[src/rtl/pdm_decimator_pkg.sv]
// Shared CIC constants and width helpers for the PDM decimator.
package pdm_decimator_pkg;

  localparam int CIC_ORDER = 3;

  function automatic int clog2(input int value);
    int r;
    r = 0;
    while ((1 << r) < value) r++;
    return r;
  endfunction

  // Bit growth of an N-stage CIC with differential delay 1.
  function automatic int cic_width(input int decimation);
    return CIC_ORDER * clog2(decimation);
  endfunction

endpackage

[src/rtl/cic_comb_stage.sv]
// One CIC comb section: a single delay register and a subtractor, advanced on dec_tick.
module cic_comb_stage #(
  parameter int WIDTH = 16
) (
  input  logic             clk,
  input  logic             rst_n,
  input  logic             en,
  input  logic [WIDTH-1:0] din,
  output logic [WIDTH-1:0] dout
);

  logic [WIDTH-1:0] dly_q, dly_d;

  always_comb begin
    dly_d = dly_q;
    if (en) dly_d = din;
  end

  always_ff @(posedge clk or negedge rst_n) begin
    if (!rst_n) dly_q <= '0;
    else        dly_q <= dly_d;
  end

  assign dout = din - dly_q;

endmodule

[src/rtl/pdm_decimator.sv]
// 3rd-order CIC decimator turning a 1-bit PDM stream into unsigned offset-binary PCM.
module pdm_decimator
  import pdm_decimator_pkg::*;
#(
  parameter int DATA_BITS  = 12,
  parameter int DECIMATION = 32
) (
  input  logic                 clk,
  input  logic                 rst_n,
  input  logic                 pdm_in,
  input  logic                 pdm_en,
  output logic [DATA_BITS-1:0] sample_out,
  output logic                 sample_valid
);

  localparam int W     = cic_width(DECIMATION);
  localparam int CW    = W + 1;
  localparam int CNT_W = clog2(DECIMATION);
  localparam logic [CNT_W-1:0] CNT_LAST   = CNT_W'(DECIMATION - 1);
  localparam logic [CW-1:0]    FULL_SCALE = {1'b1, {W{1'b0}}};

  if (W < DATA_BITS) begin : g_width_check
    $error("pdm_decimator: 3*log2(DECIMATION) must be >= DATA_BITS");
  end
  if (DECIMATION < 16 || DECIMATION > 256 || (1 << CNT_W) != DECIMATION) begin : g_dec_check
    $error("pdm_decimator: DECIMATION must be a power of two in 16..256");
  end

  // A constant all-ones input reaches exactly 2^W, one past the truncated range.
  function automatic logic [DATA_BITS-1:0] rescale(input logic [CW-1:0] c);
    if (c == FULL_SCALE) return '1;
    return c[W-1 -: DATA_BITS];
  endfunction

  logic [CW-1:0]        i1_q, i1_d, i2_q, i2_d, i3_q, i3_d;
  logic [CNT_W-1:0]     cnt_q, cnt_d;
  logic                 dec_tick_q, dec_tick_d;
  logic [1:0]           warm_q, warm_d;
  logic [DATA_BITS-1:0] sample_q, sample_d;
  logic                 valid_q, valid_d;
  logic [CW-1:0]        c1, c2, c3;

  // Integrator stage: modulo accumulation, wrap is intentional.
  always_comb begin
    i1_d = i1_q;
    i2_d = i2_q;
    i3_d = i3_q;
    cnt_d = cnt_q;
    dec_tick_d = 1'b0;
    if (pdm_en) begin
      i1_d = i1_q + {{W{1'b0}}, pdm_in};
      i2_d = i2_q + i1_q;
      i3_d = i3_q + i2_q;
      cnt_d = (cnt_q == CNT_LAST) ? '0 : cnt_q + CNT_W'(1);
      dec_tick_d = (cnt_q == CNT_LAST);
    end
  end

  // Comb stage: runs at the decimated rate on the pre-edge I3.
  cic_comb_stage #(.WIDTH(CW)) u_comb1 (.clk(clk), .rst_n(rst_n), .en(dec_tick_q), .din(i3_q), .dout(c1));
  cic_comb_stage #(.WIDTH(CW)) u_comb2 (.clk(clk), .rst_n(rst_n), .en(dec_tick_q), .din(c1),   .dout(c2));
  cic_comb_stage #(.WIDTH(CW)) u_comb3 (.clk(clk), .rst_n(rst_n), .en(dec_tick_q), .din(c2),   .dout(c3));

  // Output stage: the first three ticks only prime the comb delays.
  always_comb begin
    warm_d   = warm_q;
    sample_d = sample_q;
    valid_d  = 1'b0;
    if (dec_tick_q) begin
      if (warm_q == 2'd3) begin
        sample_d = rescale(c3);
        valid_d  = 1'b1;
      end else begin
        warm_d = warm_q + 2'd1;
      end
    end
  end

  always_ff @(posedge clk or negedge rst_n) begin
    if (!rst_n) begin
      i1_q       <= '0;
      i2_q       <= '0;
      i3_q       <= '0;
      cnt_q      <= '0;
      dec_tick_q <= 1'b0;
      warm_q     <= '0;
      sample_q   <= '0;
      valid_q    <= 1'b0;
    end else begin
      i1_q       <= i1_d;
      i2_q       <= i2_d;
      i3_q       <= i3_d;
      cnt_q      <= cnt_d;
      dec_tick_q <= dec_tick_d;
      warm_q     <= warm_d;
      sample_q   <= sample_d;
      valid_q    <= valid_d;
    end
  end

  assign sample_out   = sample_q;
  assign sample_valid = valid_q;

endmodule

[config.mk]
export PLATFORM = sky130hd
export DESIGN_NAME = pdm_decimator
export DESIGN_NICKNAME = d
export VERILOG_FILES = /design/src/rtl/pdm_decimator_pkg.sv /design/src/rtl/cic_comb_stage.sv /design/src/rtl/pdm_decimator.sv
export SDC_FILE = /design/constraint.sdc
export NUM_CORES = 1
export LEC_CHECK = 0
export CORE_MARGIN = 4
export CORE_UTILIZATION = 65
export DETAILED_ROUTE_END_ITERATION = 16
export PLACE_DENSITY_LB_ADDON = 0.12
export SLEW_MARGIN = 20
export SYNTH_ARGS = -nofsm -noshare
export SYNTH_HDL_FRONTEND = slang
export SYNTH_SLANG_ARGS = --single-unit
[constraint.sdc]
create_clock -name clk -period 13.69 [get_ports clk]
set_clock_uncertainty 0.2 [all_clocks]
set_input_delay 2.738 -clock clk [delete_from_list [all_inputs] [get_ports clk]]
set_output_delay 2.738 -clock clk [all_outputs]
set_load 0.01 [all_outputs]
# Yosys cells after proc, flatten, opt, wreduce, memory -nomap -nowiden
# Index checks and enable logic that the tools add are counted.
# Widths: inputs -> output; s select.
# totals
wordCells	34
input_bits	4
output_inout_bits	13
regBits	117
# op_classes
reduce_logical	2
eq_ne	3
n_mux	9
bitwise	1
n_addsub	8
# op_table
operator	n
$sub 16x16->16	3
$add 16x16->16	2
$mux 12	2
$add 16x1->16	1
$eq 16x16->1 const B	1
$mux 1	6
$add 5x1->5 const B	1
$eq 5x5->1 const B	1
$mux 5	1
$reduce_and 2->1	2
$add 2x1->2 const B	1
$eq 2x2->1 const B	1
$not 1->1	1

# Longest topological paths before layout
# Gate-level depths: netlist (run 1).
# logic_depth
word_depth	8
mapped_depth	27

# Hierarchy
# From an unflattened synthesis (run 1), not the netlist that was laid out.
# unflattened
hier_cells	939
hier_area_um2	8511.9
# by_module_without_submodules
module	cells_per_inst	seq_area_each_um2	area_per_inst_um2	n_inst
pdm_decimator	400	1726.7	4180.3	1
cic_comb_stage (u_comb2 ...)	179	400.4	1408.9	2
cic_comb_stage (u_comb1)	181	400.4	1514.0	1

# Worst setup path before layout (run 1)
# No wires, ideal clock.
# synth_timing
path_type	flip-flop to flip-flop
start	register i3_q[0]
end	register sample_q[5], in the netlist sample_out[5]
arrival_ns	5.023
synth_period_minus_slack_ns	5.363
t_required_ns	13.350
stages_incl_launch_ff	25
slack_ns	8.327
n_path_buf	1
cell_sequence	dfrtp_1 -> inv_1 -> ha_1 -> fa_1 -> nor2b_1 -> o21ai_0 -> a21boi_1 -> o21ai_0 -> a21boi_0 -> nor2_1 -> ha_1 -> o41ai_1 -> o21ai_0 -> a21oi_1 -> xnor2_1 -> ha_1 -> o21a_1 -> or2_2 -> a21o_1 -> and4_1 -> nor3_1 -> nor2_4 -> nand3_1 -> buf_4 -> o211ai_1
# synth_between
elab_chain_cells	8
# synth_rtl
element	line	source
start, declared	pdm_decimator.sv:35	logic [CW-1:0] i1_q, i1_d, i2_q, i2_d, i3_q, i3_d;
start signal, assigned	pdm_decimator.sv:92	i3_q <= i3_d;
$sub 16x16->16	cic_comb_stage.sv:24	assign dout = din - dly_q;
via c1[6]	pdm_decimator.sv:41	logic [CW-1:0] c1, c2, c3;
$sub 16x16->16	cic_comb_stage.sv:24	
via c2[9]	pdm_decimator.sv:41	
$sub 16x16->16	cic_comb_stage.sv:24	
$eq 16x16->1	pdm_decimator.sv:31	if (c == FULL_SCALE) return '1;
$mux 1	pdm_decimator.sv:31	
$mux 1	pdm_decimator.sv:70	if (warm_q == 2'd3) begin
$mux 1	pdm_decimator.sv:69	if (dec_tick_q) begin
$mux 12	pdm_decimator.sv:32	return c[W-1 -: DATA_BITS];
end signal, assigned	pdm_decimator.sv:96	sample_q <= sample_d;
end, declared	pdm_decimator.sv:39	logic [DATA_BITS-1:0] sample_q, sample_d;
# The timed path passes the listed nets, and every way through them passes these cells. The select of a mux whose other input is x is not followed.
# A chain may end at the register's enable or synchronous reset.

# Final worst setup path (run 1)
# layout_timing
start	register i3_q[0]
end	register sample_q[2], in the netlist sample_out[2]
# Same word-level chain as after synthesis.

==> reports/qor.csv, run 1 <==
stage;metric;value;unit
status;status;finished, final reports clean;
critical_path;CP startpoint;i3_q[0];
timing;Tmin final;6.27;ns
clocking;CTS tree;built;
final_layout;fin nets;989;
global_route;first-pass GRT wire length;28200;µm
critical_path;Setup crit end kind;register;
critical_path;CP Max Fanout;11;
global_route;vias in the first global route;6446;
global_route;grt ovf;0;
critical_path;kind of critical path;register to register;
critical_path;CP Data Arrival Time;6.34;ns
timing;Max Clk Rate;159;MHz
place;gp weighted congestion;0.866;
routing;drt pass-1 iters;5;
final_layout;Ant. Diodes;0;
synthesis;share of the synthesized area in the top cell type;35.8;%
run;Max Cap Viol;0;
final_layout;P&R area growth vs syn;10.7;%
timing;Fin Setup TNS;0;ns
synthesis;Cell variety after synth;77;
place;pre-CTS setup slack;7.43;ns
synthesis;sequential fraction of the synthesis area;35.8;%
place;placed cell areas;0.00848;mm²
critical_path;Critical Path Source Type;register;
clocking;Hold Buf Count CTS;0;
die;width of the die;120;µm
clocking;CTS buffer count;17;
clocking;CTS sink count;117;
critical_path;Worst Setup EP;sample_out[2];
routing;via count;6386;
synthesis;Avg Cell Area, Syn;9.26;µm²
timing;RSZ-0062 raised after global routing;no;
routing;WL/cell;14.7;µm
critical_path;setup slack on the worst flop-to-flop path;7.42;ns
die;core area;0.0122;mm²
die;Initial Util;67.2;%
critical_path;Worst path slowest cell;o41ai_1;
routing;DRT iter0 DRCs;422;
critical_path;Critical path buffers and inverters;1;
clocking;clk buf depth;2;
synthesis;Yosys warnings;0;
timing;max-slew violation count;0;
synthesis;Yosys reg bits;117;
place;Buffers on Ports;16;
critical_path;R2R depth;23;
critical_path;critical path required time;13.76;ns
clocking;clk root buf;clkbuf_16;
global_route;initial antenna violation count;0;
critical_path;critical path, cell by cell;inv_1, ha_1, fa_1, nor2b_1, o21ai_0, a21boi_1, o21ai_0, a21boi_0, nor2_1, ha_1, o41ai_1, o21ai_0, a21oi_1, xnor2_1, ha_1, o21a_1, or2_2, a21o_1, and4_1, nor3_1, nor2_4, nand3_1, o211ai_1;
global_route;largest net degree at the start of global routing;61;
final_layout;commonest non-fill, non-tap cell in the layout;dfrtp_1;
die;Die ar.;0.0144;mm²
synthesis;post-synthesis net count;971;
timing;final hold viol count;0;
synthesis;async set-or-reset flop fraction in the synthesized netlist;100;%
global_route;total track usage;23.7;%
clocking;Post-CTS Setup Repair Bufs;0;
critical_path;Critical Path Stages;23;
clocking;Reg clk slew, reported paths;0.05;ns
hold_path;hold_sp;warm_q[0];
clocking;H-tree depth;4;
critical_path;FF-to-FF End;sample_out[2];
hold_path;Hold WC Path Type;register to register;
clocking;Resized cells post-CTS;0;
place;Post-DP HPWL;11400;µm
timing;Slew Limit Headroom;36.0;%
critical_path;Top Family by Delay on Critical Path;compound AO/OA/AOI/OAI gates;
synthesis;Synth Instances;883;
clocking;worst skew pair latency;0.43;ns
routing;Post-Route WL;15900;µm
timing;final setup fails;0;
synthesis;post-synthesis instance area;0.00817;mm²
routing;post-DR vias/cell;5.90;
die;die height;120;µm
final_layout;most frequent cells in the layout;116 x dfrtp_1, 84 x nand2_1, 83 x inv_1;
timing;Final Cycle Share;45.8;%
synthesis;Main synth FF type;dfrtp_1;
die;I/O pins;17;
routing;DRC viols;0;
final_layout;design area;0.00905;mm²
die;FP Rows;40;
synthesis;Post-synth EDFFs;0;
critical_path;CP peak stage delay;0.76;ns
timing;setup slack after layout;7.42;ns
final_layout;share of layout cells above drive strength 1;9.63;%
synthesis;cell taking the most area after synthesis;dfrtp_1;
routing;Post-DRT Antenna Nets;0;
timing;Slew @ Worst Pin;0.936;ns
synthesis;top cells by area, synth;dfrtp_1 36%, ha_1 12%, xnor2_1 5.5%;
critical_path;RR Startpoint;i3_q[0];
==> synth_stat cells, types with 8 or more instances <==
master and number:
nor3_1 14, o31ai_1 9, mux2_2 28, nand4_1 9
a21oi_1 45, nand3_1 33, or3_1 15, o21ai_0 70
nor2_1 43, and3_1 9, mux2i_1 10, nand2b_1 10
clkbuf_1 14, ha_1 80, inv_1 83, o211ai_1 8
nand2_1 84, xnor2_1 51, dfrtp_1 117, xor2_1 17
nor2b_1 13, a21o_1 10, o21ai_1 10
==> cells by family after synthesis <==
kind of cell,Yosys count,share of synthesized area (%)
buffers and inverters,105,4.96
xor gates and xnor gates,71,8.14
and+or+nand+nor,259,15.7
DFF,117,35.8
muxes,38,5.08
adders and majority gates,84,13.2
AOI/OAI and AO/OA,209,17.0
==> per-layer routing <==
layer | vias up | part of all wire (%) | GRT usage, %
met2 | 111 | 52 | 43.6
met5 | - | 0 | 0
met4 | 0 | 1.6 | 7.23
met3 | 30 | 3.3 | 6.03
li1 | 3167 | - | -
met1 | 3078 | 43 | 26.8
==> registers in the layout (all words and copies together), names as in the netlist <==
signal and count:
sample_out 12, u_comb3.dly_q 16, cnt_q 5, u_comb2.dly_q 16, sample_valid 1, dec_tick_q 1
i1_q 16, i2_q 16, u_comb1.dly_q 16, warm_q 2, i3_q 16
==> worst reg2reg max path, delay by kind of cell, from the launching register on <==
kind                       cells  cell delay, ns
DFF                            1            0.37
and+or+nand+nor                7            1.66
adders and majority gates      4            1.17
buffers and inverters          1            0.07
xor gates and xnor gates       1            0.17
AOI/OAI and AO/OA             10            2.49
==> worst min path at each step <==
stage,endpoint,slack (ns),cells past startpoint
2_1_floorplan,warm_q[0],0.25,1
3_3_place_gp,warm_q[0],0.26,1
3_5_place_dp,warm_q[0],0.27,1
4_1_cts,warm_q[0],0.28,1
5_1_grt,warm_q[0],0.30,1
6_report,warm_q[0],0.28,1
==> through the flow <==
| step | hold slack, ns | std cells | utilization (%) |
|---|---|---|---|
| floorplan | 0.248 | 883 | - |
| global placement | 0.261 | 1050 | 69.7 |
| detailed placement | 0.272 | 1050 | 69.7 |
| CTS | 0.282 | 1082 | 74.4 |
| global route | 0.305 | 1082 | 74.4 |
| finish | 0.279 | 1082 | 74.4 |
==> final cells by class <==
| cell class | instances | area [µm²] |
|---|---|---|
| multi-input cells | 661 | 4840 |
| clock inverters | 9 | 76.3 |
| well taps | 168 | 210 |
| clock buffers | 23 | 488 |
| fillers | 857 | 3120 |
| flip-flops and latches | 117 | 2930 |
| inverters | 84 | 315 |
| repair buffers | 20 | 188 |
Power of run 1 is not shown: default switching activity piles up to over one toggle a cycle in this logic, so the estimate is an artifact.
==> run 2, diff against run 1 <==
--- a/config.mk
+++ b/config.mk
@@ -6,7 +6,7 @@
 export NUM_CORES = 1
 export LEC_CHECK = 0
 export CORE_MARGIN = 4
-export CORE_UTILIZATION = 65
+export CORE_UTILIZATION = 64
 export DETAILED_ROUTE_END_ITERATION = 16
 export PLACE_DENSITY_LB_ADDON = 0.12
 export SLEW_MARGIN = 20
==> constraint.sdc (replaced) <==
create_clock -name clk -period 5.85 [get_ports clk]
set_clock_uncertainty 0.2 [all_clocks]
set_input_delay 1.17 -clock clk [delete_from_list [all_inputs] [get_ports clk]]
set_output_delay 1.17 -clock clk [all_outputs]
set_load 0.01 [all_outputs]
==> run 2 against run 1 <==
Net effect: non-clock buffer count up 6; register-to-register slack worse by 7.1 ns; critical path depth grew 4; maximum frequency grew 14%; core utilization decreased by 0.63 points; worst setup slack got worse by 7.1 ns; global-route usage is 0.10 points lower; via count increased by 0.58%; critical path type unchanged; highest routed layer unchanged.
==> reports/qor.csv, run 2 (synthesis gave the netlist of run 1 again) <==
stage;metric;value;unit;change
hold_path;hold_sp;warm_q[0];;
final_layout;sequential cell area;0.00293;mm²;unchanged
critical_path;Worst path slowest cell;dfrtp_1;;
critical_path;Critical path buffers and inverters;3;;+2
timing;Fin Setup TNS;0;ns;unchanged
place;Post-DP HPWL;11300;µm;-0.53%
clocking;CTS sink count;117;;unchanged
die;core area;0.0126;mm²;+3.3%
timing;max-slew violation count;0;;unchanged
place;pre-CTS setup slack;-0.0899;ns;-7.52 ns
global_route;total track usage;23.6;%;-0.10 points
routing;Post-DRT Antenna Nets;0;;unchanged
timing;final setup fails;0;;unchanged
clocking;CTS buffer count;17;;unchanged
die;width of the die;121;µm;+0.73%
timing;Max Clk Rate;182;MHz;+14%
global_route;vias in the first global route;6373;;-1.1%
place;Buffers on Ports;16;;unchanged
clocking;clk buf depth;2;;unchanged
final_layout;P&R area growth vs syn;13.4;%;
clocking;clk root buf;clkbuf_16;;
hold_path;Hold WC Path Type;register to register;;
timing;Slew @ Worst Pin;0.881;ns;-0.0549 ns
final_layout;fillers;912;;+6.4%
timing;Slew Limit Headroom;40.9;%;+4.9 points
critical_path;Critical Path Stages;27;;+17%
final_layout;share of layout cells above drive strength 1;11.2;%;+1.6 points
final_layout;commonest non-fill, non-tap cell in the layout;dfrtp_1;;
critical_path;Setup crit end kind;register;;
routing;DRT iter0 DRCs;328;;-22%
final_layout;most frequent cells in the layout;116 x dfrtp_1, 84 x nand2_1, 83 x inv_1;;
critical_path;CP Data Arrival Time;5.59;ns;-0.75 ns
critical_path;RR Startpoint;i3_q[0];;
critical_path;kind of critical path;register to register;;
clocking;H-tree depth;4;;unchanged
critical_path;CP startpoint;i3_q[0];;
clocking;worst skew pair latency;0.42;ns;about the same
critical_path;R2R depth;27;;+17%
global_route;M3 GR Usage;4.15;%;-1.9 points
global_route;grt ovf;0;;unchanged
global_route;largest net degree at the start of global routing;86;;+41%
die;Initial Util;65.0;%;-2.2 points
final_layout;fin nets;996;;+0.71%
critical_path;CP Max Fanout;6;;-5
timing;final hold viol count;0;;unchanged
run;Max Cap Viol;0;;unchanged
critical_path;Critical Path Source Type;register;;
die;FP Rows;41;;+2.5%
routing;DRC viols;0;;unchanged
hold_path;Cells on Worst Hold Path;1;;unchanged
timing;Final Cycle Share;94.0;%;+48 points
routing;via count;6423;;+0.58%
place;gp weighted congestion;0.920;;+6.2%
critical_path;setup slack on the worst flop-to-flop path;0.35;ns;-7.07 ns
place;placed cell areas;0.00850;mm²;+0.24%
critical_path;CP peak stage delay;0.36;ns;-0.40 ns
routing;Post-Route WL;16500;µm;+4.0%
routing;post-DR vias/cell;5.88;;-0.34%
critical_path;FF-to-FF End;sample_out[2];;
timing;setup slack after layout;0.352;ns;-7.07 ns
final_layout;design area;0.00927;mm²;+2.5%
clocking;Hold Buf Count CTS;0;;unchanged
global_route;GRT busiest layer;met2;;
final_layout;Cell Count, Final, Fillers Out;1092;;+0.92%
routing;WL/cell;15.1;µm;+3.1%
critical_path;Top Family by Delay on Critical Path;compound AO/OA/AOI/OAI gates;;
global_route;M2 GR Usage;43.2;%;-0.42 points
global_route;first-pass GRT wire length;28300;µm;+0.27%
status;status;finished, final reports clean;;
clocking;CTS tree;built;;
timing;Tmin final;5.50;ns;-0.772 ns
critical_path;critical path required time;5.94;ns;-7.82 ns
clocking;Reg clk slew, reported paths;0.06;ns;about the same
hold_path;Hold Path Sink;warm_q[0];;
die;I/O pins;17;;unchanged
die;die height;121;µm;+0.73%
final_layout;Ant. Diodes;0;;unchanged
place;placed insts;1056;;+0.57%
global_route;initial antenna violation count;0;;unchanged
die;Die ar.;0.0146;mm²;+1.5%
global_route;GR Util met1;27.1;%;+0.30 points
final_layout;area of the multi-input gates;0.00492;mm²;+1.8%
routing;drt pass-1 iters;6;;+1
## run 2: final cells by class
cell class	count	share of cell area, %
Clock buffer	22	5.12
Clock inverter	9	1.88
Inverter	84	3.40
Multi-Input combinational cell	662	53.1
Sequential cell	117	31.6
Tap cell	172	2.32
Timing Repair Buffer	26	2.55
## run 2: worst max-delay path by stage
stage               endpoint
6_report       sample_out[2]
4_1_cts        sample_out[2]
3_5_place_dp   sample_out[2]
5_1_grt        sample_out[7]
3_3_place_gp   sample_out[5]
2_1_floorplan  sample_out[5]
## run 2: worst reg2reg max path: stages (launching register included)
cell	delay, ns
dfrtp_1	0.36
inv_1	0.07
ha_1	0.23
fa_2	0.36
nor2b_1	0.12
o21ai_1	0.09
a21boi_1	0.17
o21ai_1	0.11
a21boi_1	0.18
buf_4	0.14
nor2_1	0.05
ha_1	0.30
o21ai_0	0.09
nand2b_1	0.09
o41ai_2	0.07
buf_4	0.15
o21ai_0	0.16
a21oi_1	0.10
xnor2_1	0.22
ha_2	0.31
o21a_1	0.21
or2_2	0.32
a21o_4	0.26
a31oi_4	0.20
o21bai_2	0.15
and2_2	0.26
o211ai_4	0.26
o211ai_1	0.14
## run 2: through the flow
| step | util, % | hold WS, ns |
|---|---|---|
| after floorplan | - | 0.248 |
| after global placement | 67.6 | 0.261 |
| after detailed placement | 67.6 | 0.267 |
| after CTS | 72.8 | 0.280 |
| after global routing | 73.7 | 0.292 |
| final | 73.7 | 0.276 |
## run 2: repair_timing
item                                   in CTS  in global routing
gates cloned                                0                  1
resized for setup                           1                 16
pin swaps                                   1                  9
endpoints found under the hold margin       0                  0
buffers inserted                            0                  4
setup endpoints to repair                  11                 12
## run 2: metal layers
metal | routed length [µm] | share of wire [%] | vias up
met5 | 0 | 0 | -
met4 | 363 | 2.2 | 0
met3 | 461 | 2.8 | 29
met2 | 8740 | 53 | 108
met1 | 6930 | 42 | 3121
li1 | - | - | 3165
Power of run 2 is left out for the same reason.
